$ cat src/rtl/conv_accumulator.sv
// Sums N_TERMS sign-magnitude products per kernel window and emits one saturated
// sign-magnitude result over valid/ready. Optional output ReLU: define CONV_ACC_RELU_EN.
module conv_accumulator #(
   parameter int DATA_WIDTH  = 32,
   parameter int FIXED_POINT = 16,
   parameter int N_TERMS     = 9
) (
   input  logic                  clk,
   input  logic                  rst_n,
   input  logic                  in_valid,
   output logic                  in_ready,
   input  logic [DATA_WIDTH-1:0] in_data,
   output logic                  out_valid,
   input  logic                  out_ready,
   output logic [DATA_WIDTH-1:0] out_data,
   output logic                  busy
);

   localparam int CNT_W = (N_TERMS > 1) ? $clog2(N_TERMS) : 1;
   // Headroom for N_TERMS full-scale magnitudes plus a sign bit.
   localparam int ACC_W = DATA_WIDTH + $clog2(N_TERMS) + 1;
   localparam logic [CNT_W-1:0] LAST_CNT = CNT_W'(N_TERMS - 1);
   localparam logic [ACC_W-1:0] MAG_MAX  = (ACC_W'(1) << (DATA_WIDTH - 1)) - ACC_W'(1);

   generate
      if (N_TERMS < 1) begin : g_bad_terms
         $error("conv_accumulator: N_TERMS must be at least 1");
      end
      if (FIXED_POINT < 0 || FIXED_POINT >= DATA_WIDTH) begin : g_bad_fp
         $error("conv_accumulator: FIXED_POINT must lie within the word");
      end
   endgenerate

   typedef enum logic {
      ACCUM = 1'b0,
      HOLD  = 1'b1
   } state_t;

   state_t                  state_q,     state_d;
   logic [ACC_W-1:0]        acc_q,       acc_d;
   logic [CNT_W-1:0]        count_q,     count_d;
   logic                    in_ready_q,  in_ready_d;
   logic                    out_valid_q, out_valid_d;
   logic [DATA_WIDTH-1:0]   out_data_q,  out_data_d;
   logic                    busy_q,      busy_d;

   logic [ACC_W-1:0]        term_mag;
   logic [ACC_W-1:0]        term;
   logic [ACC_W-1:0]        sum;
   logic                    sum_neg;
   logic [ACC_W-1:0]        sum_abs;
   logic [DATA_WIDTH-2:0]   sat_mag;
   logic [DATA_WIDTH-1:0]   result;
   logic                    accept;

   // Datapath: sign-magnitude in, two's complement accumulate, sign-magnitude out.
   always_comb begin
      term_mag = ACC_W'(in_data[DATA_WIDTH-2:0]);
      term     = in_data[DATA_WIDTH-1] ? (~term_mag + ACC_W'(1)) : term_mag;
      sum      = acc_q + term;
      sum_neg  = sum[ACC_W-1];
      sum_abs  = sum_neg ? (~sum + ACC_W'(1)) : sum;
      sat_mag  = (sum_abs > MAG_MAX) ? {(DATA_WIDTH-1){1'b1}} : sum_abs[DATA_WIDTH-2:0];
`ifdef CONV_ACC_RELU_EN
      result   = sum_neg ? '0 : {1'b0, sat_mag};
`else
      // A zero sum never has sum_neg set, so -0 cannot be produced.
      result   = {sum_neg, sat_mag};
`endif
   end

   always_comb begin
      state_d     = state_q;
      acc_d       = acc_q;
      count_d     = count_q;
      in_ready_d  = in_ready_q;
      out_valid_d = out_valid_q;
      out_data_d  = out_data_q;
      accept      = in_valid && in_ready_q;

      case (state_q)
         ACCUM: begin
            if (accept) begin
               if (count_q == LAST_CNT) begin
                  acc_d       = '0;
                  count_d     = '0;
                  out_data_d  = result;
                  out_valid_d = 1'b1;
                  in_ready_d  = 1'b0;
                  state_d     = HOLD;
               end else begin
                  acc_d   = sum;
                  count_d = count_q + CNT_W'(1);
               end
            end
         end
         HOLD: begin
            // Input stays stalled on the handoff cycle; accepting resumes next cycle.
            if (out_valid_q && out_ready) begin
               out_valid_d = 1'b0;
               in_ready_d  = 1'b1;
               state_d     = ACCUM;
            end
         end
         default: begin
            state_d = ACCUM;
         end
      endcase

      busy_d = (count_d != '0);
   end

   always_ff @(posedge clk) begin
      if (!rst_n) begin
         state_q     <= ACCUM;
         acc_q       <= '0;
         count_q     <= '0;
         in_ready_q  <= 1'b1;
         out_valid_q <= 1'b0;
         out_data_q  <= '0;
         busy_q      <= 1'b0;
      end else begin
         state_q     <= state_d;
         acc_q       <= acc_d;
         count_q     <= count_d;
         in_ready_q  <= in_ready_d;
         out_valid_q <= out_valid_d;
         out_data_q  <= out_data_d;
         busy_q      <= busy_d;
      end
   end

   assign in_ready  = in_ready_q;
   assign out_valid = out_valid_q;
   assign out_data  = out_data_q;
   assign busy      = busy_q;

endmodule

$ cat config.mk
export PLATFORM = sky130hd
export DESIGN_NAME = conv_accumulator
export DESIGN_NICKNAME = d
export VERILOG_FILES = /design/src/rtl/conv_accumulator.sv
export SDC_FILE = /design/constraint.sdc
export NUM_CORES = 1
export LEC_CHECK = 0
export CELL_PAD_IN_SITES_DETAIL_PLACEMENT = 1
export CELL_PAD_IN_SITES_GLOBAL_PLACEMENT = 1
export CORE_ASPECT_RATIO = 0.8
export CORE_MARGIN = 2
export CORE_UTILIZATION = 39
export CTS_CLUSTER_SIZE = 14
export DETAILED_ROUTE_END_ITERATION = 12
export PLACE_DENSITY = 0.84
export SLEW_MARGIN = 20
export SYNTH_ARGS = -nofsm -noshare
export SYNTH_HDL_FRONTEND = slang
export SYNTH_SLANG_ARGS = --single-unit
$ cat constraint.sdc
create_clock -name clk -period 7.85 [get_ports clk]
set_clock_uncertainty 0.15 [all_clocks]
set_input_delay 1.57 -clock clk [delete_from_list [all_inputs] [get_ports clk]]
set_output_delay 1.57 -clock clk [all_outputs]
set_load 0.05 [all_outputs]
==> impl_metrics.py <==
metrics = {
    "grt": {
        "antenna_found_initial": 0,
        "grt_max_degree": 76,
        "first_global_vias": 7698,
        "overflow": 0,
        "grt_use_total_pct": 27.90,
        "grt_first_pass_wirelength_um": 41970,
    },
    "setup_path": {
        "critPathRequiredTime_ns": 7.94,
        "max_stage_delay_ns": 0.57,
        "crit_type": "primary input to register",
        "end_kind": "register",
        "cp_slowest_cell": "or4_4",
        "cp.arrival_ns": 7.71,
        "critPathMaxFanout": 8,
        "cp-start-kind": "primary input",
    },
    "timing": {
        "min_period_ns": 7.621,
        "worst_slew_pin_slew_ns": 0.7046,
        "min_period_over_period_pct": 97.08,
        "final_hold_viol_count": 0,
        "whs_ns": 0.3612,
        "finalSetupViolCount": 0,
        "fmax_ghz": 0.1312,
        "report.final.slew_viol_count": 0,
        "fin_ws_ns": 0.2294,
        "finalSetupTns_ns": 0,
        "slew_headroom_pct": 53.03,
        "grt_setup_unrepaired": "no",
    },
    "synth": {
        "synth_seq_cells": 77,
        "ys.flop_type": "dfxtp_1",
        "synth_warnings": 0,
        "synth.distinct_cells": 87,
        "postSynthCellCount": 865,
        "syn_nets": 943,
        "syn_avg_cell_area_um2": 7.976,
        "synth_edf_count": 0,
        "synthArstFlopShare_pct": 0,
        "yosysSeqAreaShare_pct": 22.34,
        "netlist_area_um2": 6899,
    },
    "final_layout": {
        "syn_to_final_growth_pct": 36.20,
        "diodes": 0,
        "n_fill_cell": 2081,
        "final_nets": 1128,
        "postLayoutCellArea_um2": 9397,
        "seq_area_um2": 1541,
        "multi_input_area_um2": 5359,
        "layout-drive-gt1-share_pct": 25.69,
    },
    "cts": {
        "cts_sinks": 77,
        "cts_buffer_depth": 2,
        "insertion_delay_ns": 0.36,
        "cts_tree": "built",
        "cts_root_buffer": "clkbuf_16",
        "cts_max_level": 3,
        "clkTransAtPathRegs_ns": 0.07,
        "postCtsHoldBufs": 0,
        "numCtsBuffers": 9,
    },
    "placement": {
        "dpl_cell_area_um2": 8676,
        "preCtsSetupSlack_ns": -0.5893,
        "dp_hpwl_um": 19010,
        "io_buffers": 70,
        "gp_congestion": 0.9196,
    },
    "floorplanning": {
        "die_w_um": 152.7,
        "design.core.area_um2": 17320,
        "start_util_pct": 39.82,
        "die_height_um": 123.0,
        "io_pins": 71,
        "die-area_um2": 18780,
        "placementRows": 43,
    },
    "drt": {
        "ant_nets": 0,
        "drtPass1Iterations": 6,
        "drtIter0Drc": 704,
        "vias_per_cell": 6.077,
        "route.detailed.drc": 0,
        "wl_per_cell_um": 21.46,
        "vias": 7779,
        "routed_wl_um": 27470,
    },
    "run": {
        "drv_cap": 0,
    },
    "min_path": {
        "hold_class": "register to register",
    },
    "power": {
        "ir_drop_uv": 112.0,
        "power_leakage_uw": 0.003820,
        "power_uw": 2283,
        "p_per_area_nw_per_um2": 242.9,
    },
    "run_status": {
        "status": "finished, final reports clean",
    },
}
==> report_power, final <==
| part | switching [uW] | internal, uW |
|---|---|---|
| registers | 29.3 | 423 |
| logic | 816 | 596 |
| clock network | 199 | 219 |
==> Yosys cell counts, drive strengths merged, types with 4 or more instances <==
master,instances,share of area [%]
a21boi,5,0.60
a21o,17,1.8
clkbuf,35,1.9
o22ai,4,0.36
or4,10,1.2
o31ai,16,1.8
nand2,64,3.5
or2,5,0.45
a211oi,11,1.5
a31oi,5,0.45
and2,19,1.8
o211a,4,0.58
o21a,12,1.4
ha,41,7.4
nand4,9,0.82
and3,6,0.54
o21bai,4,0.44
xor2,22,2.9
o41ai,5,0.63
inv,16,0.87
buf,9,1.1
dfxtp,77,22
nor4,7,1.1
nor2,55,3.0
xnor2,62,7.9
nor3,18,1.4
mux2i,4,0.58
o21ai,83,6.1
a21oi,82,7.7
nor2b,44,4.0
a22oi,33,3.6
nand3,15,1.1
o211ai,8,0.94
or3,9,0.82
==> critical path, delay by kind of cell <==
family                   cells  cell delay, ns
multiplexers                 1            0.34
AND/OR/NAND/NOR              8            2.43
XOR/XNOR                     2            0.38
AO/OA/AOI/OAI                8            1.74
buffers and inverters        6            0.86
adder cells (fa/ha/maj)      1            0.37
==> flip-flops by register name, summed over array words and instances (netlist names) <==
signal and flops:
out_data 32, state_q 1, in_ready 1, acc_q 37, busy 1, out_valid 1, count_q 4
==> kinds of logic (layout without fill, tap and decap cells) <==
| logic type | count (synthesis) | in the layout | synth area share, % |
|---|---|---|---|
| adder cells (fa/ha/maj) | 42 | 42 | 7.726 |
| AND/OR/NAND/NOR | 279 | 279 | 22.07 |
| XOR/XNOR | 84 | 84 | 10.77 |
| multiplexers | 5 | 5 | 0.7436 |
| AO/OA/AOI/OAI | 318 | 318 | 32.44 |
| buffers and inverters | 60 | 250 | 3.899 |
| flip-flops | 77 | 77 | 22.34 |
==> metal layers <==
metal  vias to the layer above  part of all wire, %  wire length [um]  track usage, %
li1                       3574                    -                 -               -
met4                         0                  1.9               528           6.250
met1                      3822                   46             12580           38.65
met2                       330                   45             12320           45.43
met5                         -                    0                 0               0
met3                        53                  7.4              2043           5.363
==> final cells by class <==
class                           instances  area share (%)
Multi-Input combinational cell        728           57.03
Timing Repair Buffer                  218           19.93
Sequential cell                        77           16.40
Tap cell                              225           2.996
Clock buffer                            9           2.397
Inverter                               16          0.6391
Clock inverter                          7          0.5992
==> through the flow <==
step           utilization, %  std cells
2_1_floorplan               -        865
3_3_place_gp            50.08       1248
3_5_place_dp            50.08       1248
4_1_cts                 52.99       1273
5_1_grt                 54.24       1280
6_report                54.24       1280
==> what timing repair did <==
action / 4_1_cts / 5_1_grt
pin swaps: 12 / 26
setup endpoints to repair: 30 / 30
gates resized for setup: 26 / 37
cloned: 2 / 0
buffers inserted: 7 / 8
==> worst paths after layout <==
check	cells past startpoint	slack (ns)	from	endpoint
max reg2reg	18	2.68	acc_q[0]$_SDFFE_PN0P_	out_data[23]$_SDFFE_PN0P_
max	26	0.23	in_data[2]	out_data[23]$_SDFFE_PN0P_
min	1	0.36	out_data[31]$_SDFFE_PN0P_	out_data[31]$_SDFFE_PN0P_
min reg2reg	1	0.36	out_data[31]$_SDFFE_PN0P_	out_data[31]$_SDFFE_PN0P_
==> placed cells by master, fill, tap and decap left out, types with 6 or more instances in the layout <==
master and count:
and2_1 18, nand4_1 9, or3_1 8, nor3_1 15, a21o_1 17, ha_1 41
clkdlybuf4s50_1 65, o21a_1 11, inv_1 16, a21oi_1 44, o211ai_1 7, nor2_1 50
xor2_1 19, o31ai_1 11, nand3_1 14, o21ai_0 73, a22oi_1 33, or4_1 6
a21oi_2 38, buf_4 142, dfxtp_1 77, xnor2_1 60, nor2b_1 44, clkbuf_16 9
nand2_1 62
Note: power is estimated with default switching activity, not from simulation.
